<file path="src/rtl/toy_fetch_filter_if.sv">
// Handshake bundle between the icache response path, the fetch filter and
// the fetch queue. The master modport is the filter itself; the slave
// modport is the surrounding environment (icache and fetch queue).
interface toy_fetch_filter_if #(
  parameter int FILTER_CHANNEL = 16,
  parameter int ADDR_WIDTH     = 32,
  parameter int INST_WIDTH     = 32,
  parameter int EPOCH_WIDTH    = 2
);
  localparam int LANE_W = $clog2(FILTER_CHANNEL);

  // icache response channel
  logic                                line_vld;
  logic                                line_rdy;
  logic [ADDR_WIDTH-1:0]               line_pc;
  logic [FILTER_CHANNEL*INST_WIDTH-1:0] line_data;
  logic [EPOCH_WIDTH-1:0]              line_epoch;
  logic                                line_taken;
  logic [LANE_W-1:0]                   line_taken_lane;

  // filtered line channel into the fetch queue
  logic                                        filter_vld;
  logic                                        filter_rdy;
  logic [FILTER_CHANNEL-1:0][ADDR_WIDTH-1:0]   filter_pc;
  logic [FILTER_CHANNEL-1:0][INST_WIDTH-1:0]   filter_inst;
  logic [FILTER_CHANNEL-1:0]                   filter_en;

  modport master (
    input  line_vld, line_pc, line_data, line_epoch, line_taken, line_taken_lane,
    output line_rdy,
    output filter_vld, filter_pc, filter_inst, filter_en,
    input  filter_rdy
  );

  modport slave (
    output line_vld, line_pc, line_data, line_epoch, line_taken, line_taken_lane,
    input  line_rdy,
    input  filter_vld, filter_pc, filter_inst, filter_en,
    output filter_rdy
  );
endinterface

</file>
<file path="src/rtl/toy_fetch_filter.sv">
// Fetch filter: masks lanes outside [start offset, taken branch], drops
// lines tagged with a stale fetch epoch, and holds the result in a
// single-entry full-throughput output register feeding the fetch queue.
module toy_fetch_filter #(
  parameter int FILTER_CHANNEL = 16,
  parameter int ADDR_WIDTH     = 32,
  parameter int INST_WIDTH     = 32,
  parameter int EPOCH_WIDTH    = 2,
  parameter int DROP_CNT_WIDTH = 16
) (
  input  logic                      clk,
  input  logic                      rst_n,
  input  logic                      cancel_en,
  toy_fetch_filter_if.master        bus,
  output logic [EPOCH_WIDTH-1:0]    cur_epoch,
  output logic [DROP_CNT_WIDTH-1:0] stale_drop_cnt
);
  localparam int LANE_W   = $clog2(FILTER_CHANNEL);
  localparam int LINE_LSB = LANE_W + 2;   // 4-byte lanes

  typedef enum logic [2:0] {
    ACT_NONE,    // nothing accepted, no pop
    ACT_POP,     // entry leaves, nothing replaces it
    ACT_CANCEL,  // flush: clear entry, bump epoch, discard any accepted line
    ACT_STALE,   // accepted line from an old epoch
    ACT_EMPTY,   // accepted line with no surviving lane
    ACT_LOAD     // accepted line written into the register
  } act_e;

  logic                                      accept;
  logic [LANE_W-1:0]                         lane_off;
  logic [FILTER_CHANNEL-1:0]                 lane_mask;
  logic [FILTER_CHANNEL-1:0][ADDR_WIDTH-1:0] lane_pc;
  act_e                                      act;

  assign lane_off     = bus.line_pc[LINE_LSB-1:2];
  assign bus.line_rdy = ~bus.filter_vld | bus.filter_rdy;
  assign accept       = bus.line_vld & bus.line_rdy;

  // Per-lane enable and PC derived from the fetch start and the taken lane.
  always_comb begin
    // NOTE: every always_comb output gets a default first so no path can infer a latch.
    lane_mask = '0;
    lane_pc   = '0;
    for (int i = 0; i < FILTER_CHANNEL; i++) begin
      lane_mask[i] = (LANE_W'(i) >= lane_off) &&
                     (!bus.line_taken || (LANE_W'(i) <= bus.line_taken_lane));
      lane_pc[i]   = {bus.line_pc[ADDR_WIDTH-1:LINE_LSB], LANE_W'(i), 2'b00};
    end
  end

  // Classify this cycle's event; cancel outranks everything else.
  always_comb begin
    act = ACT_NONE;
    if (cancel_en) begin
      act = ACT_CANCEL;
    end else if (accept) begin
      if (bus.line_epoch != cur_epoch) begin
        act = ACT_STALE;
      end else if (lane_mask == '0) begin
        act = ACT_EMPTY;
      end else begin
        act = ACT_LOAD;
      end
    end else if (bus.filter_vld && bus.filter_rdy) begin
      act = ACT_POP;
    end
  end

  // Output register, epoch and stale-drop counter.
  always_ff @(posedge clk or negedge rst_n) begin
    if (!rst_n) begin
      // NOTE: the wide lane registers are reset too, because the fetch queue may observe them right after reset.
      bus.filter_vld  <= 1'b0;
      bus.filter_en   <= '0;
      bus.filter_pc   <= '0;
      bus.filter_inst <= '0;
      cur_epoch       <= '0;
      stale_drop_cnt  <= '0;
    end else begin
      // NOTE: sequential state uses non-blocking assignments so every register samples pre-edge values.
      unique case (act)
        ACT_CANCEL: begin
          bus.filter_vld <= 1'b0;
          bus.filter_en  <= '0;
          cur_epoch      <= cur_epoch + 1'b1;
        end
        ACT_STALE: begin
          // An accept implies the old entry was absent or popped this cycle.
          bus.filter_vld <= 1'b0;
          if (stale_drop_cnt != '1) stale_drop_cnt <= stale_drop_cnt + 1'b1;
        end
        ACT_EMPTY: begin
          bus.filter_vld  <= 1'b0;
          bus.filter_en   <= lane_mask;
          bus.filter_pc   <= lane_pc;
          bus.filter_inst <= bus.line_data;
        end
        ACT_LOAD: begin
          bus.filter_vld  <= 1'b1;
          bus.filter_en   <= lane_mask;
          bus.filter_pc   <= lane_pc;
          bus.filter_inst <= bus.line_data;
        end
        ACT_POP:  bus.filter_vld <= 1'b0;
        default:  ;
      endcase
    end
  end
endmodule
</file>
<file path="src/flat_wrapper.sv">
// flat-port wrapper written by rule: the top's interface ports become plain ports
module toy_fetch_filter_flat 
#(
  parameter int FILTER_CHANNEL = 16,
  parameter int ADDR_WIDTH     = 32,
  parameter int INST_WIDTH     = 32,
  parameter int EPOCH_WIDTH    = 2,
  parameter int DROP_CNT_WIDTH = 16
)
  (clk, rst_n, cancel_en, cur_epoch, stale_drop_cnt, bus_line_vld, bus_line_pc, bus_line_data, bus_line_epoch, bus_line_taken, bus_line_taken_lane, bus_line_rdy, bus_filter_vld, bus_filter_pc, bus_filter_inst, bus_filter_en, bus_filter_rdy);
  toy_fetch_filter_if #(.FILTER_CHANNEL(FILTER_CHANNEL), .ADDR_WIDTH(ADDR_WIDTH), .INST_WIDTH(INST_WIDTH), .EPOCH_WIDTH(EPOCH_WIDTH)) bus_i ();
  input  logic clk;
  input  logic rst_n;
  input  logic cancel_en;
  output logic [EPOCH_WIDTH-1:0] cur_epoch;
  output logic [DROP_CNT_WIDTH-1:0] stale_drop_cnt;
  input wire logic [$bits(bus_i.line_vld)-1:0] bus_line_vld;
  input wire logic [$bits(bus_i.line_pc)-1:0] bus_line_pc;
  input wire logic [$bits(bus_i.line_data)-1:0] bus_line_data;
  input wire logic [$bits(bus_i.line_epoch)-1:0] bus_line_epoch;
  input wire logic [$bits(bus_i.line_taken)-1:0] bus_line_taken;
  input wire logic [$bits(bus_i.line_taken_lane)-1:0] bus_line_taken_lane;
  output wire logic [$bits(bus_i.line_rdy)-1:0] bus_line_rdy;
  output wire logic [$bits(bus_i.filter_vld)-1:0] bus_filter_vld;
  output wire logic [$bits(bus_i.filter_pc)-1:0] bus_filter_pc;
  output wire logic [$bits(bus_i.filter_inst)-1:0] bus_filter_inst;
  output wire logic [$bits(bus_i.filter_en)-1:0] bus_filter_en;
  input wire logic [$bits(bus_i.filter_rdy)-1:0] bus_filter_rdy;
  assign bus_i.line_vld = bus_line_vld;
  assign bus_i.line_pc = bus_line_pc;
  assign bus_i.line_data = bus_line_data;
  assign bus_i.line_epoch = bus_line_epoch;
  assign bus_i.line_taken = bus_line_taken;
  assign bus_i.line_taken_lane = bus_line_taken_lane;
  assign bus_line_rdy = bus_i.line_rdy;
  assign bus_filter_vld = bus_i.filter_vld;
  assign bus_filter_pc = bus_i.filter_pc;
  assign bus_filter_inst = bus_i.filter_inst;
  assign bus_filter_en = bus_i.filter_en;
  assign bus_i.filter_rdy = bus_filter_rdy;
  toy_fetch_filter #(.FILTER_CHANNEL(FILTER_CHANNEL), .ADDR_WIDTH(ADDR_WIDTH), .INST_WIDTH(INST_WIDTH), .EPOCH_WIDTH(EPOCH_WIDTH), .DROP_CNT_WIDTH(DROP_CNT_WIDTH)) u_core (.clk(clk), .rst_n(rst_n), .cancel_en(cancel_en), .bus(bus_i), .cur_epoch(cur_epoch), .stale_drop_cnt(stale_drop_cnt));
endmodule
</file>
<file path="config.mk">
export PLATFORM = sky130hd
export DESIGN_NAME = toy_fetch_filter_flat
export DESIGN_NICKNAME = d
export VERILOG_FILES = /design/src/rtl/toy_fetch_filter_if.sv /design/src/rtl/toy_fetch_filter.sv /design/src/flat_wrapper.sv
export SDC_FILE = /design/constraint.sdc
export NUM_CORES = 1
export LEC_CHECK = 0
export BUFFER_PORTS_ARGS = -buffer_cell sky130_fd_sc_hd__buf_2
export CAP_MARGIN = 20
export CORE_AREA = 2 2 637 639
export DETAILED_ROUTE_END_ITERATION = 6
export DIE_AREA = 0 0 639 641
export PLACE_DENSITY = 0.3
export SLEW_MARGIN = 20
export SYNTH_ARGS = -nofsm -noshare
export SYNTH_HDL_FRONTEND = slang
export SYNTH_SLANG_ARGS = --single-unit
</file>
<file path="constraint.sdc">
create_clock -name clk -period 2 [get_ports clk]
set_clock_uncertainty 0.2 [all_clocks]
set_input_delay 0.5 -clock clk [delete_from_list [all_inputs] [get_ports clk]]
set_output_delay 0.5 -clock clk [all_outputs]
set_load 0.02 [all_outputs]
</file>
Yosys cells after proc, flatten, opt, wreduce, memory -nomap -nowiden
Index checks and enable logic that the tools add are counted.
{"block": "word_totals", "ff_bits": 687, "romBits": 0, "mem_count": 0, "inputBits": 556, "ramBits": 0, "latch_bits": 0}
{"block": "classes", "muxes": 7, "shift": 0, "n_lt_le_gt_ge": 32, "n_mul": 0, "n_reduce_logical": 40, "n_eq_ne": 7, "div": 0, "n_bitwise": 3, "n_addsub": 2}
{"cell": "greater-or-equal comparator 4 bit, first input constant", "n": 8}
{"cell": "<= comparator 4 bit, first input constant", "n": 8}
{"cell": "case mux 16 bit (2 select lines)", "n": 1}
{"cell": "logical AND 1 bit", "n": 17}
{"cell": "adder 16 x 1 -> 16 bit, second input constant", "n": 1}
{"cell": "greater-or-equal comparator 3 x 4 -> 1 bit, first input constant", "n": 4}
{"cell": "<= comparator 3 x 4 -> 1 bit, first input constant", "n": 4}
{"cell": "zero test 16 bit", "n": 1}
{"cell": "logical OR 1 bit", "n": 16}
{"cell": "inequality test 16 bit, second input constant", "n": 1}
{"cell": "two-way mux 3 bit", "n": 3}
{"cell": "greater-or-equal comparator 1 x 4 -> 1 bit, first input constant", "n": 2}
{"cell": "greater-or-equal comparator 2 x 4 -> 1 bit, first input constant", "n": 2}
{"cell": "<= comparator 1 x 4 -> 1 bit, first input constant", "n": 2}
{"cell": "<= comparator 2 x 4 -> 1 bit, first input constant", "n": 2}
{"cell": "== test 3 x 2 -> 1 bit, second input constant", "n": 2}
{"cell": "== test 3 bit, second input constant", "n": 2}
{"cell": "nonzero test 2 bit", "n": 2}
{"cell": "OR reduction 4 bit", "n": 1}
{"cell": "== test 3 x 1 -> 1 bit, second input constant", "n": 1}
{"cell": "adder 2 x 1 -> 2 bit, second input constant", "n": 1}
{"cell": "two-way mux 1 bit", "n": 2}
{"cell": "inequality test 2 bit", "n": 1}
{"cell": "case mux 1 bit (2 select lines)", "n": 1}
{"cell": "6 further kinds", "n": 6}

Longest topological paths before layout
{"block": "logic_depth", "depth_word": 11, "depth_mapped": 10, "mapped_depth_nobuf": 7}

Worst setup path before layout
No wires, ideal clock.
{"block": "synth_path", "path_type": "in2reg", "startpoint": "in bus_filter_rdy", "endpoint": "reg u_core.bus.filter_inst[224]", "t_arrival_ns": 1.871, "path_slack_ns": -0.187, "path_stages": 10, "path_cell_list": "and2b_2 > inv_1 > and4_2 > nand2b_1 > buf_2 > buf_4 > buf_6 > buf_2 > nand2_1 > nand2_1"}
{"block": "synth_via", "elab_chain_cells": 6, "word_cells_on_any_way": 9, "classes_between": "eq/ne (2); mux (3); bitwise (2); reduce/logical (2)"}
{"item": "from (decl)", "line": "flat_wrapper.sv:28", "rtl": "input wire logic [$bits(bus_i.filter_rdy)-1:0] bus_filter_rdy;"}
{"item": "bitwise OR 1 bit (*)", "line": "toy_fetch_filter.sv:37", "rtl": "assign bus.line_rdy = ~bus.filter_vld | bus.filter_rdy;"}
{"item": "named net bus_line_rdy", "line": "flat_wrapper.sv:23", "rtl": "output wire logic [$bits(bus_i.line_rdy)-1:0] bus_line_rdy;"}
{"item": "bitwise AND 1 bit (*)", "line": "toy_fetch_filter.sv:38", "rtl": "assign accept = bus.line_vld & bus.line_rdy;"}
{"item": "two-way mux 3 bit (*)", "line": "toy_fetch_filter.sv:57", "rtl": "end else if (accept) begin"}
{"item": "two-way mux 3 bit (*)", "line": "toy_fetch_filter.sv:55", "rtl": "if (cancel_en) begin"}
{"item": "== test 3 bit", "line": "toy_fetch_filter.sv:82", "rtl": "unique case (act)"}
{"item": "OR reduction 2 bit (no line) (*)"}
{"item": "to (signal assigned)", "line": "toy_fetch_filter.sv:97", "rtl": "bus.filter_inst <= bus.line_data;"}
{"item": "to (signal assigned)", "line": "toy_fetch_filter.sv:103", "rtl": "bus.filter_inst <= bus.line_data;"}
{"item": "to (decl)", "line": "toy_fetch_filter_if.sv:31", "rtl": "output filter_vld, filter_pc, filter_inst, filter_en,"}
Mark *: on every way through the listed nets, which the timed path passes. The rest lies on a longest branch.
A chain may end at the register's enable or synchronous reset.

Worst setup path in the final report
{"block": "layout_path", "startpoint": "reg u_core.bus.filter_vld", "endpoint": "reg u_core.bus.filter_inst[11]"}
{"block": "layout_via", "elab_chain_cells": 7, "word_cells_on_any_way": 10, "classes_between": "eq/ne (2); mux (3); bitwise (3); reduce/logical (2)"}
{"item": "from (decl)", "line": "toy_fetch_filter_if.sv:31"}
{"item": "from (signal assigned)", "line": "toy_fetch_filter.sv:74", "rtl": "bus.filter_vld <= 1'b0;"}
{"item": "from (signal assigned)", "line": "toy_fetch_filter.sv:84", "rtl": "bus.filter_vld <= 1'b0;"}
{"item": "from (signal assigned)", "line": "toy_fetch_filter.sv:90", "rtl": "bus.filter_vld <= 1'b0;"}
{"item": "NOT 1 bit", "line": "toy_fetch_filter.sv:37"}
{"item": "bitwise OR 1 bit", "line": "toy_fetch_filter.sv:37"}
{"item": "bitwise AND 1 bit", "line": "toy_fetch_filter.sv:38"}
{"item": "two-way mux 3 bit (*)", "line": "toy_fetch_filter.sv:57"}
{"item": "two-way mux 3 bit (*)", "line": "toy_fetch_filter.sv:55"}
{"item": "== test 3 bit", "line": "toy_fetch_filter.sv:82"}
{"item": "OR reduction 2 bit (no line) (*)"}
Mark *: on every way between the ends. The rest lies on a longest branch, timed or not.

==> metrics.txt <==
Flop pwr share 24.6%; critical path cell sequence and2b_2 -> inv_4 -> and4_4 -> nor2b_4 -> buf_12 -> buf_12 -> clkbuf_16 -> buf_8 -> buf_12 -> nand2_1 -> nand2_1; asr flop ratio synth 100%; max-cap violations 0; Synth Cell Area 25800 um^2; Int Pwr 43.7 mW; Power Dens Cells 1570 nW/um^2; Initial Util 6.41%; register area share after synthesis 55.7%; Sw Share 47.1%; grt ovf 0; Levels on crit path 11; Die Height 641 um; clock latency on the worst-skew pair 790 ps; Fill cells 46000; clock buffer count from CTS 88; Comb pwr share 55.8%; initial antenna violation count 202; final critical-path setup slack -338 ps; layout cell share with drive strength beyond 1 43.9%; Bufs and invs on worst path 6; post-route clock period utilization 117%; slew margin rel. 58.2%; count of final setup violators 1497; WP data arrival 2800 ps; maximum vdd drop 0.737 mV; Total Wirelength 236000 um; initial drt markers 1718; hpwl dp 193000 um; Synth Warn # 0; Antenna Nets Post-Route 0; Worst R2R End u_core.bus.filter_inst[11]$_DFFE_PN0N_; crit path launch type flip-flop; clock power share 19.6%; Hold Vio Cnt, Final 0; setup slack, reg-to-reg -340 ps; Worst-path clk slew 70 ps; CTS tree yes; dpl ws -500 ps; vias in the first global route 27700; first-pass GRT wire length 285000 um; DRT Pass-1 Iters 5; maximum fanout along the worst path 6; slowest CP cell dfrtp_1; critical path class flip-flop to flip-flop; detailed-route DRC error count 0; setup TNS -243910 ps; # clock sinks 574; Max stage delay on crit path 390 ps; Main synth FF type dfrtp_1; most frequent CP cell buf_12; WL per Instance 22.7 um; Final nets 5501; Ports 1616; worst flop-to-flop path startpoint u_core.bus.filter_vld$_DFFE_PN0P_; CP delay by family, top buffers and inverters; CP Capture Point u_core.bus.filter_inst[11]$_DFFE_PN0N_; Core ar. 402000 um^2; Reg2Reg Depth 11; num rows 233; Hold WS 158 ps; crit end category flip-flop; Fmax achieved 428 MHz; via count 28200; min-delay worst type input port to asynchronous set/reset pin; Leak 26.3 nW; Post-Synthesis Cells 2981; Post-synth EDFFs 0; Cell variety after synth 44; crit path from u_core.bus.filter_vld$_DFFE_PN0P_; outcome complete, but fails checks; Die Area 410000 um^2; Clock Path Buffers 4; Required @ worst endpoint 2460 ps; RSZ-0062 raised after global routing yes; Avg Vias per Cell 2.72; synthesis-to-finish area growth 105%; pin count of the biggest net entering global routing 89; total track usage 10.5%; Yosys reg bits 574; worst-margin pin slew 626 ps; port buffer count 1549; root buffer cell clkbuf_16; chip width 639 um; synthesized area per cell 8.64 um^2; failing checks setup timing; routability cong. 0.843; Slew Limit Fails 0; number of levels in the clock H-tree 3; NetSw 39.0 mW; Tmin final 2340 ps
## flip-flops by register name (all words and copies together) (netlist names)
register / cells
u_core.bus.filter_inst: 512
u_core.bus.filter_en: 16
u_core.bus.filter_vld: 1
u_core.stale_drop_cnt: 16
u_core.cur_epoch: 2
u_core.bus.filter_pc: 27
## placed cells by master, fill, tap and decap left out, drive strengths merged, types with 10 or more instances in the layout
master and instances:
buf 1847, dfrtp 574, diode 75, nand2 1653
nor2 18, o21ai 14, dlygate4sd3 550, clkinv 13
clkbuf 149, conb 64, nand3b 16, nand3 10
xnor2 14
## kinds of logic (layout without fill, tap and decap cells)
logic type / Yosys count / in the layout / synth area share, %
buffers and inverters: 624 / 2581 / 16.7
other: 1 / 139 / 0.0146
flip-flops: 574 / 574 / 55.7
AO/OA/AOI/OAI: 39 / 39 / 1.12
adder cells (fa/ha/maj): 2 / 2 / 0.0874
AND/OR/NAND/NOR: 1722 / 1722 / 25.7
XOR/XNOR: 19 / 19 / 0.646
## how the worst min path moves through the flow
stage / start / endpoint / slack, ps / cells past startpoint
after global placement: rst_n / u_core.bus.filter_inst[67]$_DFFE_PN0N_ / 180 / 1
after CTS: bus_line_taken_lane[2] / u_core.bus.filter_en[12]$_DFFE_PN0P_ / 30 / 6
after floorplan: rst_n / u_core.bus.filter_en[0]$_DFFE_PN0P_ / 4 / 0
after global routing: bus_line_taken_lane[2] / u_core.bus.filter_en[12]$_DFFE_PN0P_ / 120 / 6
final: rst_n / u_core.bus.filter_inst[474]$_DFFE_PN0N_ / 160 / 3
after detailed placement: rst_n / u_core.bus.filter_inst[67]$_DFFE_PN0N_ / 180 / 1
## cell usage after synthesis, types with 2 or more instances
library cell	n	share of area (%)
nand2_1	1653	24
dfrtp_1	574	56
buf_4	497	14
buf_2	73	1.4
clkbuf_1	46	0.67
nor2_1	18	0.26
nand3b_1	16	0.47
o21ai_0	14	0.27
xnor2_1	14	0.48
nand3_1	10	0.19
nand4_1	7	0.17
nand2b_1	6	0.15
a21oi_1	5	0.097
inv_1	5	0.073
xor2_1	5	0.17
o31ai_1	4	0.12
nor2b_1	3	0.073
and3_2	2	0.058
buf_1	2	0.029
o211ai_1	2	0.058
o21a_1	2	0.058
## tightest hold or removal path, delay by kind of cell
kind,cells,cell delay (ps)
buffers and inverters,3,980
## stage by stage
stage / std cells / instance area, um^2 / util [%] / power (mW)
floorplan: 3044 / 26200 / - / 42.4
global placement: 9468 / 38300 / 9.52 / 57.4
detailed placement: 9468 / 38300 / 9.52 / 57.3
CTS: 10200 / 49900 / 12.4 / 81.6
global route: 10300 / 52600 / 13.1 / 87.1
finish: 10400 / 52700 / 13.1 / 82.7
## what timing repair did
action | in CTS | in global routing
hold buffers | 550 | 0
setup endpoints to repair | 1564 | 1565
pin swaps | 6 | 112
buffers inserted | 37 | 25
hold endpoints to repair | 1055 | 0
gates cloned | 27 | 36
gates resized for setup | 779 | 449
## per-layer routing
layer  share of wire [%]  wire (um)  up-vias  track usage, %
met5                0.39        931        -           0.213
met4                 3.8       9040      128            3.69
met3                 8.8      20700      368            3.98
met2                  47     110000     1363            17.2
met1                  40      94700    13700            12.6
li1                    -          -    12600               -
## layout make-up
class                           count  area (um^2)  area share (%)
Antenna cell                       75          188           0.356
Clock buffer                      120         2510            4.77
Clock inverter                     27          373           0.707
Inverter                            5         21.3          0.0404
Multi-Input combinational cell   1846         8090            15.4
Sequential cell                   574        14400            27.3
Tap cell                         5287         6620            12.6
Timing Repair Buffer             2429        20500            38.9
## power groups by stage
stage,Combinational (mW),Clock (mW),Sequential [mW]
floorplan,16.0,0,26.5
global placement,37.3,0,20.2
detailed placement,37.1,0,20.2
CTS,44.3,17.0,20.3
global route,48.7,17.4,21.0
finish,46.1,16.2,20.4
Note: power is estimated with default switching activity, not from simulation.
